## src/rtl/run_ctrl_if.sv

```systemverilog
// Handshake bundle between the run controller and the program-counter / decode side.
// Slave is the controller; master drives decode, stall and LUT-programming inputs.
interface run_ctrl_if #(
  parameter int unsigned L  = 10,
  parameter int unsigned CW = 16,
  parameter int unsigned IW = 5
);
  logic          Start;
  logic          Halt;
  logic          Stall;
  logic          BrReq;
  logic          BrCond;
  logic [IW-1:0] BrIdx;
  logic          LutWe;
  logic [IW-1:0] LutWAddr;
  logic [L-1:0]  LutWData;
  logic          PcClear;
  logic          En;
  logic          BranchEn;
  logic [L-1:0]  Target;
  logic          Busy;
  logic          Done;
  logic [CW-1:0] CycleCount;

  modport slave (
    input  Start, Halt, Stall, BrReq, BrCond, BrIdx, LutWe, LutWAddr, LutWData,
    output PcClear, En, BranchEn, Target, Busy, Done, CycleCount
  );

  modport master (
    output Start, Halt, Stall, BrReq, BrCond, BrIdx, LutWe, LutWAddr, LutWData,
    input  PcClear, En, BranchEn, Target, Busy, Done, CycleCount
  );
endinterface

```

## src/rtl/run_ctrl.sv

```systemverilog
// Run-control and branch-target stage feeding the program counter: sequences
// IDLE/START/RUN/DONE, gates the PC on stall/halt and serves branch targets from a LUT.
module run_ctrl #(
  parameter int unsigned L         = 10,
  parameter int unsigned LUT_DEPTH = 32,
  parameter int unsigned CW        = 16
) (
  input logic        Clk,
  input logic        Reset,
  run_ctrl_if.slave  bus
);

  typedef enum logic [1:0] {StIdle, StStart, StRun, StDone} state_e;

  state_e        r_state;
  state_e        w_state_d;
  logic [CW-1:0] r_cnt;
  logic [CW-1:0] w_cnt_d;
  logic [L-1:0]  r_lut [LUT_DEPTH];

  logic w_pc_clear;
  logic w_en;
  logic w_branch_en;
  logic w_busy;
  logic w_done;
  logic w_go;

  always_ff @(posedge Clk or negedge Reset) begin
    if (!Reset) begin
      r_state <= StIdle;
      r_cnt   <= '0;
      for (int i = 0; i < LUT_DEPTH; i++) begin
        r_lut[i] <= '0;
      end
    end else begin
      r_state <= w_state_d;
      r_cnt   <= w_cnt_d;
      if (bus.LutWe) begin
        r_lut[bus.LutWAddr] <= bus.LutWData;
      end
    end
  end

  always_comb begin
    w_state_d   = r_state;
    w_cnt_d     = r_cnt;
    w_pc_clear  = 1'b0;
    w_en        = 1'b0;
    w_branch_en = 1'b0;
    w_busy      = 1'b0;
    w_done      = 1'b0;
    w_go        = ~bus.Stall & ~bus.Halt;
    unique case (r_state)
      StIdle: begin
        if (bus.Start) begin
          w_state_d = StStart;
          w_cnt_d   = '0;
        end
      end
      StStart: begin
        w_pc_clear = 1'b1;
        w_busy     = 1'b1;
        w_state_d  = StRun;
      end
      StRun: begin
        w_busy      = 1'b1;
        w_en        = w_go;
        w_branch_en = w_go & bus.BrReq & bus.BrCond;
        // Counts stalled cycles and the halt cycle too; saturates instead of wrapping.
        if (r_cnt != {CW{1'b1}}) begin
          w_cnt_d = r_cnt + 1'b1;
        end
        if (bus.Halt && !bus.Stall) begin
          w_state_d = StDone;
        end
      end
      StDone: begin
        w_done = 1'b1;
        if (bus.Start) begin
          w_state_d = StStart;
          w_cnt_d   = '0;
        end
      end
      default: w_state_d = StIdle;
    endcase
  end

  assign bus.PcClear    = w_pc_clear;
  assign bus.En         = w_en;
  assign bus.BranchEn   = w_branch_en;
  assign bus.Busy       = w_busy;
  assign bus.Done       = w_done;
  assign bus.CycleCount = r_cnt;
  assign bus.Target     = r_lut[bus.BrIdx];

endmodule

```

## src/flat_wrapper.sv

```systemverilog
// flat-port wrapper written by rule: the top's interface ports become plain ports
module run_ctrl_flat 
#(
  parameter int unsigned L         = 10,
  parameter int unsigned LUT_DEPTH = 32,
  parameter int unsigned CW        = 16
)
  (Clk, Reset, bus_Start, bus_Halt, bus_Stall, bus_BrReq, bus_BrCond, bus_BrIdx, bus_LutWe, bus_LutWAddr, bus_LutWData, bus_PcClear, bus_En, bus_BranchEn, bus_Target, bus_Busy, bus_Done, bus_CycleCount);
  run_ctrl_if #(.L(L), .CW(CW), .IW(5)) bus_i ();
  input logic Clk;
  input logic Reset;
  input wire logic [$bits(bus_i.Start)-1:0] bus_Start;
  input wire logic [$bits(bus_i.Halt)-1:0] bus_Halt;
  input wire logic [$bits(bus_i.Stall)-1:0] bus_Stall;
  input wire logic [$bits(bus_i.BrReq)-1:0] bus_BrReq;
  input wire logic [$bits(bus_i.BrCond)-1:0] bus_BrCond;
  input wire logic [$bits(bus_i.BrIdx)-1:0] bus_BrIdx;
  input wire logic [$bits(bus_i.LutWe)-1:0] bus_LutWe;
  input wire logic [$bits(bus_i.LutWAddr)-1:0] bus_LutWAddr;
  input wire logic [$bits(bus_i.LutWData)-1:0] bus_LutWData;
  output wire logic [$bits(bus_i.PcClear)-1:0] bus_PcClear;
  output wire logic [$bits(bus_i.En)-1:0] bus_En;
  output wire logic [$bits(bus_i.BranchEn)-1:0] bus_BranchEn;
  output wire logic [$bits(bus_i.Target)-1:0] bus_Target;
  output wire logic [$bits(bus_i.Busy)-1:0] bus_Busy;
  output wire logic [$bits(bus_i.Done)-1:0] bus_Done;
  output wire logic [$bits(bus_i.CycleCount)-1:0] bus_CycleCount;
  assign bus_i.Start = bus_Start;
  assign bus_i.Halt = bus_Halt;
  assign bus_i.Stall = bus_Stall;
  assign bus_i.BrReq = bus_BrReq;
  assign bus_i.BrCond = bus_BrCond;
  assign bus_i.BrIdx = bus_BrIdx;
  assign bus_i.LutWe = bus_LutWe;
  assign bus_i.LutWAddr = bus_LutWAddr;
  assign bus_i.LutWData = bus_LutWData;
  assign bus_PcClear = bus_i.PcClear;
  assign bus_En = bus_i.En;
  assign bus_BranchEn = bus_i.BranchEn;
  assign bus_Target = bus_i.Target;
  assign bus_Busy = bus_i.Busy;
  assign bus_Done = bus_i.Done;
  assign bus_CycleCount = bus_i.CycleCount;
  run_ctrl #(.L(L), .LUT_DEPTH(LUT_DEPTH), .CW(CW)) u_core (.Clk(Clk), .Reset(Reset), .bus(bus_i));
endmodule
```

## config.mk

```make
export PLATFORM = sky130hd
export DESIGN_NAME = run_ctrl_flat
export DESIGN_NICKNAME = d
export VERILOG_FILES = /design/src/rtl/run_ctrl_if.sv /design/src/rtl/run_ctrl.sv /design/src/flat_wrapper.sv
export SDC_FILE = /design/constraint.sdc
export NUM_CORES = 1
export LEC_CHECK = 0
export CAP_MARGIN = 20
export CORE_ASPECT_RATIO = 1.2
export CORE_MARGIN = 4
export CORE_UTILIZATION = 66
export DETAILED_ROUTE_END_ITERATION = 16
export PLACE_DENSITY = 0.85
export REMOVE_ABC_BUFFERS = 1
export SYNTH_ARGS = -nofsm -noshare
export SYNTH_HDL_FRONTEND = slang
export SYNTH_SLANG_ARGS = --single-unit
```

## constraint.sdc

```tcl
create_clock -name Clk -period 4.2 [get_ports Clk]
set_input_delay 1.05 -clock Clk [delete_from_list [all_inputs] [get_ports Clk]]
set_output_delay 1.05 -clock Clk [all_outputs]
set_load 0.05 [all_outputs]
```

After elaboration in Yosys (flattened, before gate mapping)

Index checks and enable logic that the tools add are counted.

Register bits: 338
Input port bits: 28
Output and inout bits: 31
Logic and storage cells: 78

$add $sub $neg: 1
Order comparisons: 3
Equality and inequality tests: 7
Mux-type cells: 17
Bitwise logic cells: 7
Reductions and logical operators: 9

Operator list:

| operator                                                   | count |
|---|---|
| bitwise mux 320 bit                                        | 1 |
| binary-select mux 10 bit (select 5 bit)                    | 1 |
| demux 10 bit (select 5 bit)                                | 1 |
| two-way mux 16 bit                                         | 2 |
| one-hot mux 16 bit (2 select lines)                        | 1 |
| two-way mux 10 bit                                         | 3 |
| adder 16 x 1 -> 16 bit, second input constant              | 1 |
| inequality test 16 bit, second input constant              | 1 |
| >= comparator 6 bit, second input constant                 | 2 |
| inverter 5 -> 6 bit                                        | 2 |
| less-than comparator 6 x 1 -> 1 bit, second input constant | 1 |
| inequality test 2 x 1 -> 1 bit, second input constant      | 3 |
| one-hot mux 2 bit (3 select lines)                         | 1 |
| two-way mux 1 bit                                          | 5 |
| equality test 2 bit, second input constant                 | 2 |
| two-way mux 2 bit                                          | 2 |
| OR reduction 2 bit                                         | 2 |
| bitwise AND 1 bit                                          | 3 |
| AND reduction 3 bit                                        | 1 |
| equality test 2 x 1 -> 1 bit, second input constant        | 1 |
| logical AND 1 bit                                          | 2 |
| logical NOT 2 bit                                          | 1 |
| inverter 1 bit                                             | 2 |
| AND reduction 2 bit                                        | 1 |
| other kinds (2)                                            | 2 |

Longest topological paths before layout

Word-level depth: 6
Mapped depth: 7
Gate-level depth less buffers: 6

Worst setup path before layout

Ideal clock, no wire load.

Path kind: input port to output port
Start point: input bus_BrIdx[2]
End point: output bus_Target[8]
Data arrival time: 3.406 ns
Required time: 3.150 ns
Setup slack: -0.256 ns
Stages on the path: 5
Path buffers: 2
Cell sequence: clkbuf_2 > clkbuf_1 > mux4_2 > o22ai_1 > nor4_1

Longest elaborated chain between the ends: 4

RTL lines:

| item                                                  | line               | RTL |
|---|---|---|
| start, declared                                       | flat_wrapper.sv:17 | `input wire logic [$bits(bus_i.BrIdx)-1:0] bus_BrIdx;` |
| inverter 5 -> 6 bit (not written as such)             | run_ctrl.sv:94     | `assign bus.Target = r_lut[bus.BrIdx];` |
| binary-select mux 10 bit (select 5 bit)               | run_ctrl.sv:94     |  |
| two-way mux 10 bit (not written as such) (2 in a row) | run_ctrl.sv:94     |  |
| end, declared                                         | flat_wrapper.sv:24 | `output wire logic [$bits(bus_i.Target)-1:0] bus_Target;` |

Every way passes these cells. The select of a mux whose other input is x is not followed.

Worst setup path in the final report

Start point: input bus_BrIdx[3]
End point: output bus_Target[2]

The elaborated chain is that of the path after synthesis.

==> impl_metrics.json <==
{
  "ant_nets": 0,
  "total_leakage_power_nw": 8.00,
  "synthesis.instances": 1018,
  "drc": 0,
  "grt_pass1_wl_um": 59000,
  "fin_worst_skew_ns": 0.00398,
  "first_pass_iters": 6,
  "worstHoldPathType": "reg -> reg",
  "area_of_the_multi_input_gates_sq_um": 6860,
  "die_area_sq_um": 26200,
  "path_class": "in -> out",
  "synth_cell_type_count": 57,
  "cp-start-kind": "primary input",
  "synth_enable_flop_cells": 0,
  "hpwl_um": 24200,
  "cp_data_arrival_time_ns": 3.09,
  "initial_antenna_violation_count": 0,
  "ys.flop_type": "dfrtp_1",
  "first_global_vias": 10035,
  "final_hold_viol_count": 0,
  "num-nets-final": 1116,
  "grt_setup_unrepaired": "false",
  "layout_worst_path_cycle_share_pct": 98.6,
  "synth_top_cell_area_share_pct": 54.1,
  "floorplan.initialDensity_pct": 67.2,
  "finalWirelength_um": 37300,
  "portBuffers": 58,
  "routed_length_per_instance_um": 26.2,
  "clk_lat_worst_skew_ns": 0.51,
  "tritoncts_buffers": 34,
  "fin_hold_ws_ns": 0.489,
  "yosysMostFrequentCell": "dfrtp_1",
  "critPathCaptureType": "primary output",
  "std_cell_rows": 61,
  "fillerInstances": 1290,
  "synth_sequential_area_ratio_pct": 54.1,
  "placedCellCount": 1356,
  "ys_top_cells_by_area": "dfrtp_1 (54%), mux2_2 (23%), mux4_2 (12%), o22ai_1 (1.6%), clkbuf_1 (0.98%)",
  "critPathRequiredTime_ns": 3.15,
  "synth_area_leader_cell": "dfrtp_1",
  "gr-total-overflow": 0,
  "timing.final.max_slew_violations": 0,
  "crit_path_top_delay_cell": "clkdlybuf4s50_1",
  "synth.yosys.warnings": 0,
  "h-tree-depth": 2,
  "syn-cell-area_sq_um": 15600,
  "route.vias.total": 9572,
  "tritoncts_num_sinks": 338,
  "reg_to_reg_setup_timing_slack_ns": 1.83,
  "area_delta_synth_final_pct": 15.3,
  "run_status": "completed",
  "fraction_of_final_layout_cells_sized_beyond_drive_strength_1_pct": 48.6,
  "tritoncts": "built",
  "number_of_i_o_pins": 59,
  "critPathMaxStageDelay_ns": 0.60,
  "critical_path.cell_chain": "clkdlybuf4s50_1 > nand3b_1 > o22ai_1 > nor4_1 > buf_4 > buf_12",
  "maxCapViolCount": 0,
  "postSynthRegisterBits": 338,
  "gp_congestion": 0.960,
  "worst_margin_pin_slew_ns": 0.836,
  "per_instance_average_area_after_synthesis_sq_um": 15.4,
  "drt_first_iter_violations": 734,
  "globalRouteTotalUtil_pct": 29.3,
  "totalNegativeSetupSlack_ns": 0,
  "timing.fmax_ghz": 0.241,
  "timing.final.setup_violations": 0,
  "layout.cells.non_filler": 1420,
  "clock-root-buffer": "clkbuf_16",
  "clk_path_buf_depth": 3,
  "viasPerCell": 6.74,
  "antenna_cells": 0,
  "grt_start_max_net_pins": 103,
  "power.ir.vdd_worst_mv": 0.488,
  "finalCriticalPeriod_ns": 4.14,
  "netlist_top_cells_count": "dfrtp_1 (338), mux2_2 (320), mux4_2 (80)",
  "slew_headroom_pct": 44.1,
  "postCtsHoldBufs": 0,
  "power_per_cell_area_nw_per_um2": 530,
  "worst-r2r-cell-count": 7,
  "chipHeight_um": 177,
  "clkTransAtPathRegs_ns": 0.06,
  "synthArstFlopShare_pct": 100,
  "die_width_um": 149,
  "final-seq-area_sq_um": 8460,
  "min_path_cells": 1,
  "path_max_fanout": 10,
  "core_sq_um": 23300
}
==> per-stage QoR <==
stage	power [mW]	area, sq um	utilization [%]	worst slack [ns]
3_5_place_dp	6.50	16800	72.2	0.0674
2_1_floorplan	5.64	15400	-	0.146
6_report	9.56	18000	77.5	0.0570
3_3_place_gp	6.39	16700	71.8	0.135
5_1_grt	9.92	18000	77.5	0.00276
4_1_cts	9.55	17900	77.1	0.0370
==> flip-flops by register name, summed over array words and instances (netlist names) <==
register,flops
u_core.r_lut,320
u_core.r_state,2
u_core.bus.CycleCount,16
==> routing by layer <==
metal / vias up / GRT usage, % / share of wire [%]
li1: 3984 / - / -
met1: 5134 / 40.0 / 40
met2: 356 / 49.0 / 51
met3: 98 / 4.23 / 5.5
met4: 0 / 10.1 / 3.5
met5: - / 0 / 0
==> cell families after synthesis <==
group	count (synthesis)	share of synthesized area [%]
adders and majority gates	5	0.400
DFF	338	54.1
buffers and inverters	75	2.08
muxes	404	34.8
AOI/OAI and AO/OA	77	3.39
and+or+nand+nor	119	5.25
==> worst paths after layout <==
| path | from | end |
|---|---|---|
| worst max-delay path | bus_BrIdx[3] | bus_Target[2] |
| worst min-delay path | u_core.r_lut[31] | u_core.r_lut[31] |
| worst max register to register | u_core.r_state[0] | u_core.bus.CycleCount[1] |
| worst min register to register | u_core.r_lut[31] | u_core.r_lut[31] |
| max in group asynchronous | Reset | u_core.r_lut[269] |
| min in group asynchronous | Reset | u_core.bus.CycleCount[11] |
==> what timing repair did <==
item | in CTS | in global routing
setup endpoints to repair | 0 | 2
gates resized for setup | 0 | 0
buffers inserted | 0 | 2
==> layout by cell type, fill, tap and decap left out, types with 7 or more instances in the layout <==
| cell | n |
|---|---|
| dfrtp_1 | 338 |
| mux2_2 | 320 |
| mux4_2 | 80 |
| clkdlybuf4s50_1 | 45 |
| o22ai_1 | 40 |
| clkbuf_16 | 38 |
| buf_4 | 22 |
| nand2_1 | 21 |
| buf_12 | 17 |
| nor2_1 | 13 |
| nor4_1 | 13 |
| inv_1 | 9 |
| o21ai_0 | 9 |
| clkbuf_8 | 9 |
| nand3_1 | 8 |
| clkbuf_1 | 8 |
| nor3_1 | 7 |
==> critical path, delay by kind of cell <==
family,cells,cell delay (ns)
compound gates,1,0.17
buf+inv,3,0.95
simple gates,2,0.92
==> power by group <==
group,leakage [nW],switching (mW),internal (mW),total (mW)
registers,4.33,0.377,3.90,4.28
clock network,0.556,1.22,1.82,3.04
logic,3.11,1.12,1.12,2.24
total,8.00,2.72,6.84,9.56
==> final cells by class <==
cell class / count / area share (%)
clock buffer: 54 / 5.99
timing repair buffer: 94 / 6.44
sequential: 338 / 46.9
clock inverter: 4 / 0.250
multi-input combinational: 605 / 38.0
tap: 315 / 2.18
inverter: 10 / 0.208
No activity file was read; power rests on OpenSTA's default activity.
